**config.mk**
```make
export PLATFORM = sky130hd
export DESIGN_NAME = rca_lsu_responder
export DESIGN_NICKNAME = d
export VERILOG_FILES = /design/src/rtl/rca_lsu_responder.sv
export SDC_FILE = /design/constraint.sdc
export NUM_CORES = 1
export LEC_CHECK = 0
export BUFFER_PORTS_ARGS = -buffer_cell sky130_fd_sc_hd__buf_2
export CORE_MARGIN = 2
export CORE_UTILIZATION = 56
export DETAILED_ROUTE_END_ITERATION = 8
export HOLD_SLACK_MARGIN = 0.12
export PLACE_DENSITY = 0.86
export SLEW_MARGIN = 20
export SYNTH_ARGS = -nofsm -noshare
export SYNTH_HDL_FRONTEND = slang
export SYNTH_SLANG_ARGS = --single-unit
```
**constraint.sdc**
```tcl
create_clock -name clk -period 8.64 [get_ports clk]
set_input_delay 0 -clock clk [delete_from_list [all_inputs] [get_ports clk]]
set_output_delay 0 -clock clk [all_outputs]
set_load 0.03 [all_outputs]
```
**src/rtl/rca_lsu_responder.sv**
```systemverilog
// Memory-side responder for the RCA load/store path: one request buffer,
// word-aligned bus issue with byte enables, in-order load return.
module rca_lsu_responder #(
    parameter int XLEN            = 32,
    parameter int MAX_OUTSTANDING = 4,
    parameter int ID_W            = 4
) (
    input  logic            clk,
    input  logic            rst,
    input  logic            new_request,
    input  logic [XLEN-1:0] rs1,
    input  logic [XLEN-1:0] rs2,
    input  logic [2:0]      fn3,
    input  logic            load,
    input  logic            store,
    input  logic [ID_W-1:0] id,
    output logic            lsu_ready,
    output logic            load_complete,
    output logic [XLEN-1:0] load_data,
    output logic [ID_W-1:0] load_id,
    output logic            misaligned_error,
    output logic            busy,
    output logic            mem_request,
    output logic [XLEN-1:0] mem_addr,
    output logic            mem_we,
    output logic [3:0]      mem_be,
    output logic [XLEN-1:0] mem_wdata,
    input  logic            mem_ack,
    input  logic            mem_rvalid,
    input  logic [XLEN-1:0] mem_rdata
);
    localparam int PW = (MAX_OUTSTANDING > 1) ? $clog2(MAX_OUTSTANDING) : 1;
    localparam int CW = $clog2(MAX_OUTSTANDING + 1);

    logic            buf_valid;
    logic [XLEN-1:0] buf_addr;
    logic [XLEN-1:0] buf_data;
    logic [2:0]      buf_fn3;
    logic            buf_load;
    logic            buf_store;
    logic [ID_W-1:0] buf_id;

    logic [ID_W-1:0] q_id  [MAX_OUTSTANDING];
    logic [2:0]      q_fn3 [MAX_OUTSTANDING];
    logic [1:0]      q_off [MAX_OUTSTANDING];
    logic [PW-1:0]   wr_ptr;
    logic [PW-1:0]   rd_ptr;
    logic [CW-1:0]   count;
    logic            fifo_full;
    logic            fifo_empty;
    logic            seen_push;

    logic            lc_q;
    logic [XLEN-1:0] data_q;
    logic [ID_W-1:0] id_q;

    logic [1:0]      off;
    logic            width_ok;
    logic            legal;
    logic            push;
    logic            pop;
    logic            accept_mem;
    logic            st_err_fire;
    logic            ld_err_fire;
    logic [7:0]      head_byte;
    logic [15:0]     head_half;
    logic [XLEN-1:0] ext_data;

    assign fifo_full  = (count == CW'(MAX_OUTSTANDING));
    assign fifo_empty = (count == '0);
    assign pop        = mem_rvalid & ~fifo_empty;
    assign off        = buf_addr[1:0];

    always_comb begin
        width_ok = 1'b0;
        case (buf_fn3)
            3'b000:  width_ok = 1'b1;
            3'b001:  width_ok = ~off[0];
            3'b010:  width_ok = (off == 2'b00);
            3'b100:  width_ok = buf_load;
            3'b101:  width_ok = buf_load & ~off[0];
            default: width_ok = 1'b0;
        endcase
    end

    assign legal = (buf_load ^ buf_store) & width_ok;

    // A load may take the slot freed by a same-cycle pop.
    assign mem_request = buf_valid & legal & (buf_store | ~fifo_full | pop);
    assign accept_mem  = mem_request & mem_ack;
    assign push        = accept_mem & buf_load;

    // Error loads wait for all older results so completions stay in order.
    assign st_err_fire = buf_valid & ~legal & ~buf_load;
    assign ld_err_fire = buf_valid & ~legal & buf_load & fifo_empty & ~lc_q;

    assign lsu_ready        = ~buf_valid;
    assign misaligned_error = st_err_fire | ld_err_fire;
    assign mem_addr         = {buf_addr[XLEN-1:2], 2'b00};
    assign mem_we           = buf_valid & legal & buf_store;

    always_comb begin
        mem_be    = 4'b0000;
        mem_wdata = buf_data;
        if (buf_valid & legal) begin
            mem_be = 4'b1111;
            if (buf_store) begin
                case (buf_fn3[1:0])
                    2'b00: begin
                        mem_be    = 4'b0001 << off;
                        mem_wdata = {4{buf_data[7:0]}};
                    end
                    2'b01: begin
                        mem_be    = 4'b0011 << off;
                        mem_wdata = {2{buf_data[15:0]}};
                    end
                    default: mem_be = 4'b1111;
                endcase
            end
        end
    end

    assign load_complete = lc_q | ld_err_fire;
    assign load_data     = ld_err_fire ? '0 : data_q;
    assign load_id       = ld_err_fire ? buf_id : id_q;
    assign busy          = buf_valid | ~fifo_empty | load_complete;

    always_ff @(posedge clk) begin
        if (rst) begin
            buf_valid <= 1'b0;
        end else if (lsu_ready & new_request) begin
            buf_valid <= 1'b1;
        end else if (accept_mem | st_err_fire | ld_err_fire) begin
            buf_valid <= 1'b0;
        end
    end

    always_ff @(posedge clk) begin
        if (lsu_ready & new_request) begin
            buf_addr  <= rs1;
            buf_data  <= rs2;
            buf_fn3   <= fn3;
            buf_load  <= load;
            buf_store <= store;
            buf_id    <= id;
        end
    end

    always_ff @(posedge clk) begin
        if (rst) begin
            wr_ptr    <= '0;
            rd_ptr    <= '0;
            count     <= '0;
            seen_push <= 1'b0;
        end else begin
            if (push) begin
                wr_ptr    <= (wr_ptr == PW'(MAX_OUTSTANDING - 1)) ? '0 : wr_ptr + PW'(1);
                seen_push <= 1'b1;
            end
            if (pop) begin
                rd_ptr <= (rd_ptr == PW'(MAX_OUTSTANDING - 1)) ? '0 : rd_ptr + PW'(1);
            end
            case ({push, pop})
                2'b10:   count <= count + CW'(1);
                2'b01:   count <= count - CW'(1);
                default: count <= count;
            endcase
        end
    end

    always_ff @(posedge clk) begin
        if (push) begin
            q_id[wr_ptr]  <= buf_id;
            q_fn3[wr_ptr] <= buf_fn3;
            q_off[wr_ptr] <= off;
        end
    end

    assign head_byte = mem_rdata[{q_off[rd_ptr], 3'b000} +: 8];
    assign head_half = mem_rdata[{q_off[rd_ptr][1], 4'b0000} +: 16];

    always_comb begin
        case (q_fn3[rd_ptr])
            3'b000:  ext_data = {{(XLEN-8){head_byte[7]}}, head_byte};
            3'b001:  ext_data = {{(XLEN-16){head_half[15]}}, head_half};
            3'b100:  ext_data = {{(XLEN-8){1'b0}}, head_byte};
            3'b101:  ext_data = {{(XLEN-16){1'b0}}, head_half};
            default: ext_data = mem_rdata;
        endcase
    end

    always_ff @(posedge clk) begin
        if (rst) begin
            lc_q   <= 1'b0;
            data_q <= '0;
            id_q   <= '0;
        end else begin
            lc_q <= pop;
            if (pop) begin
                data_q <= ext_data;
                id_q   <= q_id[rd_ptr];
            end
        end
    end

    // Stray read data after reset is tolerated until the next load is pushed.
    always_ff @(posedge clk) begin
        if (!rst) begin
            assert (!(mem_rvalid && fifo_empty && seen_push));
        end
    end
endmodule

```
Word level (Yosys, flattened, before mapping) --
Memories as Yosys holds them, arrays and structs flattened. A register that Yosys moved wholly into a read port is not among the register bits. Index checks and enable logic that the tools add are counted.
Word-level totals: register bits after elaboration 114, bits in writable memories 36, output and inout bits 110, logic and storage cells 94, memories kept 3
Cells by class: add/subtract/negate cells 4, eq/ne operators 13, shift operators 4, multiplexer cells 21, bitwise logic cells 30, reduce and logical (&&, ||, !) cells 7
Memories:
- q_id | words 4, width 4, read ports 1, clocked after memory_dff 1, write ports 1, line 43 | logic [ID_W-1:0] q_id [MAX_OUTSTANDING];
- q_fn3 | words 4, width 3, read ports 1, clocked after memory_dff 1, write ports 1, line 44 | logic [2:0] q_fn3 [MAX_OUTSTANDING];
- q_off | words 4, width 2, read ports 1, clocked after memory_dff 1, write ports 1, line 45 | logic [1:0] q_off [MAX_OUTSTANDING];
Operators by type and width (count):
- 32-bit case mux with 4 select lines | 1
- 32-bit two-way mux | 3
- 32-bit case mux with 2 select lines | 1
- 32-bit by 6-bit variable part select with 16-bit output | 1
- 32-bit by 6-bit variable part select with 8-bit output | 1
- 3-bit equality test, second input constant | 5
- 1-bit bitwise AND | 14
- 2-bit two-way mux | 6
- 4-bit two-way mux | 3
- 3-bit zero test | 3
- 1-bit OR | 8
- 4-bit case mux with 2 select lines | 1
- 1-bit NOT | 7
- 2-bit equality test, second input constant | 3
- 3-bit by 1-bit equality test with 1-bit output, second input constant | 2
- 3-bit case mux with 2 select lines | 1
- 1-bit case mux with 5 select lines | 1
- 2-bit by 1-bit adder with 2-bit output, second input constant | 2
- 2-bit by 1-bit equality test with 1-bit output, second input constant | 2
- 2-bit zero test | 2
- 1-bit two-way mux | 4
- 2-bit nonzero test | 2
- 1-bit by 2-bit left shift with 4-bit output, first input constant | 1
- 2-bit by 2-bit left shift with 4-bit output, first input constant | 1
- 4 further kinds | 4

Depth between registers and ports, before layout --
word-level depth 12, mapped depth 10, mapped depth without buffers 10

Worst setup path before layout --
No wires, ideal clock.
kind register to register, from register buf_valid, to register buf_addr[0] (enable), setup time 0.513 ns, data arrival time 3.603 ns, required time 8.127 ns, slack 4.525 ns, stages on the path, launching flop included 2, cell sequence dfxtp_1 -> nor2b_1
Between the ends: longest elaborated chain between the ends 2
Ends and longest elaborated chain:
- start: declaration | line 35 | logic buf_valid;
- start signal: assignment | line 130 | buf_valid <= 1'b0;
- start signal: assignment | line 132 | buf_valid <= 1'b1;
- start signal: assignment | line 134 | buf_valid <= 1'b0;
- 1-bit NOT | line 97 | assign lsu_ready = ~buf_valid;
- 1-bit bitwise AND | line 139 | if (lsu_ready & new_request) begin
- end signal: assignment | line 140 | buf_addr <= rs1;
- end: declaration | line 36 | logic [XLEN-1:0] buf_addr;
Every way passes these cells. A chain may end at the register's enable or synchronous reset.

Worst setup path in the final report --
from register buf_fn3[0], to output mem_wdata[12]
Between the ends: longest elaborated chain between the ends 5, elaborated cells on any way between the ends 13, classes of those cells eq/ne (5); mux (4); bitwise (2); reduce/logical (2)
Ends and longest elaborated chain:
- start: declaration | line 38 | logic [2:0] buf_fn3;
- start signal: assignment | line 142 | buf_fn3 <= fn3;
- 3-bit equality test, or another cell as far along | line 76 | case (buf_fn3)
- 1-bit case mux with 5 select lines | line 76
- 1-bit bitwise AND | line 86 | assign legal = (buf_load ^ buf_store) & width_ok;
- 1-bit bitwise AND | line 105 | if (buf_valid & legal) begin
- 32-bit two-way mux (*) | line 105
- end: declaration | line 27 | output logic [XLEN-1:0] mem_wdata,
Mark *: on every way between the ends. The rest lies on a longest branch, timed or not.

==> impl_results.md <==
* Outcome: finished clean
* Die area at ~14000 um2
* Setup Fix Bufs, Post-CTS at 0
* Largest net degree at the start of global routing at 74
* Placer Congestion at a little over 0.9
* F_max at around 270 MHz
* Clock Path Buffers at 2
* Leak pwr at 0.00401 uW
* Placed Cells at slightly above 900
* Sink Count at between 150 and 200
* Post-synthesis sequential area ratio at between 50% and 60%
* Area contributors post-synth: edfxtp_1 45%, dfxtp_1 13%, buf_4 4.6%, a21oi_1 4.0%, nor2b_1 3.1%
* Hold Path Depth at 5
* Yosys warns at 0
* Clock buffer count from CTS at 17
* I/O Pins at 220
* Port Buffers at roughly 220
* CORE AREA at roughly 13000 um2
* Rows at 41
* FF-to-FF setup slack at roughly 5600 ps
* DIE WIDTH at ~120 um
* Final Non-Filler Cells at about 1.1k
* Ant diodes at 0
* # hold bufs at CTS at roughly 110
* Buffers plus inverters on the worst setup path at 2
* Async S/R FF share, synth at 0%
* Period utilization at a little over two fifths
* Number of flops mapped to enable cells by yosys at between 100 and 150
* Gate Count Post-Synth at roughly 600
* Minimum hold slack at roughly 140 ps
* CTS tree: built
* Max IR drop VDD at about 160 uV
* WL per Instance at roughly 19 um
* CTS resizes at 0
* Total wire length at just over 20 mm
* Critical Path RT at roughly 8600 ps
* Number of global-route vias before repair at a little over 6k
* DR iter-0 viols at just over 800
* Global route overflow at 0
* CP Launch Type: flip-flop
* Fin. max-slew vios at 0
* Initial Util at a little under three fifths
* Critical Path Max Stage Delay at ~820 ps
* Initial antenna violation count at 0
* Hold Path End: buf_valid
* Yosys cell types at 47
* Setup tns final at 0 ps
* Via Count at roughly 6k
* DR DRC count at 0
* Post-DRT Antenna Nets at 0
* Seq cells post-synth at 156
* Crit path max fanout at 25
* Hold Fails Final Rpt at 0
* Crit path DAT at between 3000 and 4000 ps
* First-pass GRT wire length at around 32 mm
* Crit path cell chain: o21ai_1 > nand3b_1 > a2111oi_4 > buf_4 > nor2b_1 > mux2_1 > buf_2
* CTS clk-pin slew, worst paths at ~70 ps
* Slew margin rel. at 35.0%
* Clk_lat worst skew at around 430 ps
* Area Growth Syn to Fin at 35.6%
* Maxcap violations at 0
* Hold WC Path Type: in -> reg
* Share of layout cells above drive strength 1 at 31.7%
* Worst setup path class: reg -> out
* Hold_sp: mem_ack
* RSZ-0062 raised after global routing: no
* Total track usage at about 30%
* Chip Height at about 120 um
* Min cycle time layout at between 3000 and 4000 ps
* H-tree Lvls at 4
* Post-DP HPWL at 11.4 mm
* Clock Skew at roughly 10 ps
* Root buffer cell: clkbuf_16
* Main synth FF type: edfxtp_1
* Syn avg cell area at around 12 um2
* Post-Syn Area at slightly above 7000 um2
* CP max stage cell: nor2b_1
* Delay-heaviest family, CP: simple AND/OR/NAND/NOR gates
* Post-synth top area cell: edfxtp_1
* Nets at between 900 and 1k
* Worst-case reg-to-reg path depth at 5
* DR vias/cell at around 5.6
* Power density over the cells at about 180 nW/um2
* Terminus of the critical flop-to-flop path: data_q[1]
* Worst Tran Pin Value at between 900 and 1000 ps
* Final setup fails at 0
* Drt pass-1 iters at 5
* Area share of the largest cell type after synthesis at 45.5%
* Crit end category: output port
layout make-up:
| cell class | count | area [um2] |
|---|---|---|
| clock buffer | 18 | 429 |
| fill | 708 | 2810 |
| sequential | 156 | 4210 |
| timing repair buffer | 333 | 2240 |
| inverter | 19 | 71.3 |
| tap | 172 | 215 |
| clock inverter | 13 | 126 |
| multi-input combinational | 350 | 2460 |
through the flow:
stage / instance area [um2] / setup slack, ps / total power (uW) / util, %
after detailed placement: 8080 / 5540 / 1040 / 64.3
final: 9760 / 4940 / 1800 / 77.6
after CTS: 9760 / 4990 / 1790 / 77.6
after global placement: 8080 / 5660 / 1040 / 64.3
after global routing: 9760 / 4820 / 1850 / 77.6
after floorplan: 7200 / 4520 / 991 / -
registers in the layout (all words and copies together), names as in the netlist, 2 cells and up, named ones only:
register  cells
buf_data     32
count         3
buf_id        4
wr_ptr        2
buf_addr     32
buf_fn3       3
id_q          4
data_q       32
q_off         8
rd_ptr        2
q_fn3        12
q_id         16
cells by family (layout without fill, tap and decap cells):
| group | Yosys count | after routing | synth area share [%] |
|---|---|---|---|
| multiplexers | 53 | 53 | 9.39 |
| buffers and inverters | 93 | 383 | 7.48 |
| adder cells (fa/ha/maj) | 7 | 7 | 1.32 |
| XOR/XNOR | 2 | 2 | 0.243 |
| flip-flops | 156 | 156 | 58.6 |
| AO/OA/AOI/OAI | 142 | 142 | 13.2 |
| AND/OR/NAND/NOR | 144 | 144 | 9.77 |
| other | 1 | 2 | 0.0521 |
cells in the final DEF (no fill, tap or decap), types with 5 or more instances in the layout:
master / synthesis / layout
buf_2: 7 / 217
dlygate4sd3_1: 0 / 112
edfxtp_1: 109 / 109
nor2_1: 59 / 59
a21oi_1: 57 / 57
dfxtp_1: 47 / 47
nor2b_1: 36 / 35
a211o_1: 25 / 25
mux2i_1: 20 / 20
nand2_1: 19 / 19
inv_1: 18 / 18
a31oi_1: 18 / 18
clkbuf_16: 0 / 17
mux2_2: 15 / 15
o21ai_0: 11 / 11
mux4_2: 9 / 9
a211oi_1: 9 / 9
mux2_1: 8 / 8
o21bai_1: 7 / 7
nand3_1: 7 / 7
a221oi_1: 6 / 6
ha_1: 6 / 6
nand2b_1: 5 / 5
clkinvlp_4: 0 / 5
worst reg2reg max path, stage by stage (launching register included):
cell and delay (ps):
dfxtp_1 540, mux4_2 950, a21oi_1 370, nor2_1 160, a221oi_1 350, dlygate4sd3_1 610
power by group:
part           internal (uW)  switching (uW)
clock network            419             299
logic                   90.5             134
registers                834            20.8
total                   1340             454
cells in the mapped netlist, types with 9 or more instances:
| cell type | count |
|---|---|
| nor2_1 | 59 |
| o21ai_0 | 11 |
| a211o_1 | 25 |
| a21oi_1 | 57 |
| buf_4 | 44 |
| inv_1 | 18 |
| dfxtp_1 | 47 |
| a31oi_1 | 18 |
| nand2_1 | 19 |
| a211oi_1 | 9 |
| mux2_2 | 15 |
| edfxtp_1 | 109 |
| mux2i_1 | 20 |
| clkbuf_1 | 21 |
| mux4_2 | 9 |
| nor2b_1 | 36 |
how the worst max path moves through the flow:
stage | from | end | slack (ps) | cells after the start
after floorplan | buf_valid | buf_addr[0] | 4520 | 1
after global placement | buf_fn3[0] | mem_wdata[8] | 5660 | 7
after detailed placement | buf_fn3[0] | mem_wdata[15] | 5540 | 7
after CTS | buf_fn3[0] | mem_wdata[12] | 4990 | 7
after global routing | buf_fn3[0] | mem_wdata[12] | 4820 | 7
final | buf_fn3[0] | mem_wdata[12] | 4940 | 7
metal layers:
layer,wire length (um),GRT usage (%),share of wire (%)
met5,0,0,0
met4,710,12.9,3.4
met3,1660,6.96,8.0
met2,10700,53.6,52
met1,7560,34.2,37
(Power assumes the default switching activity.)
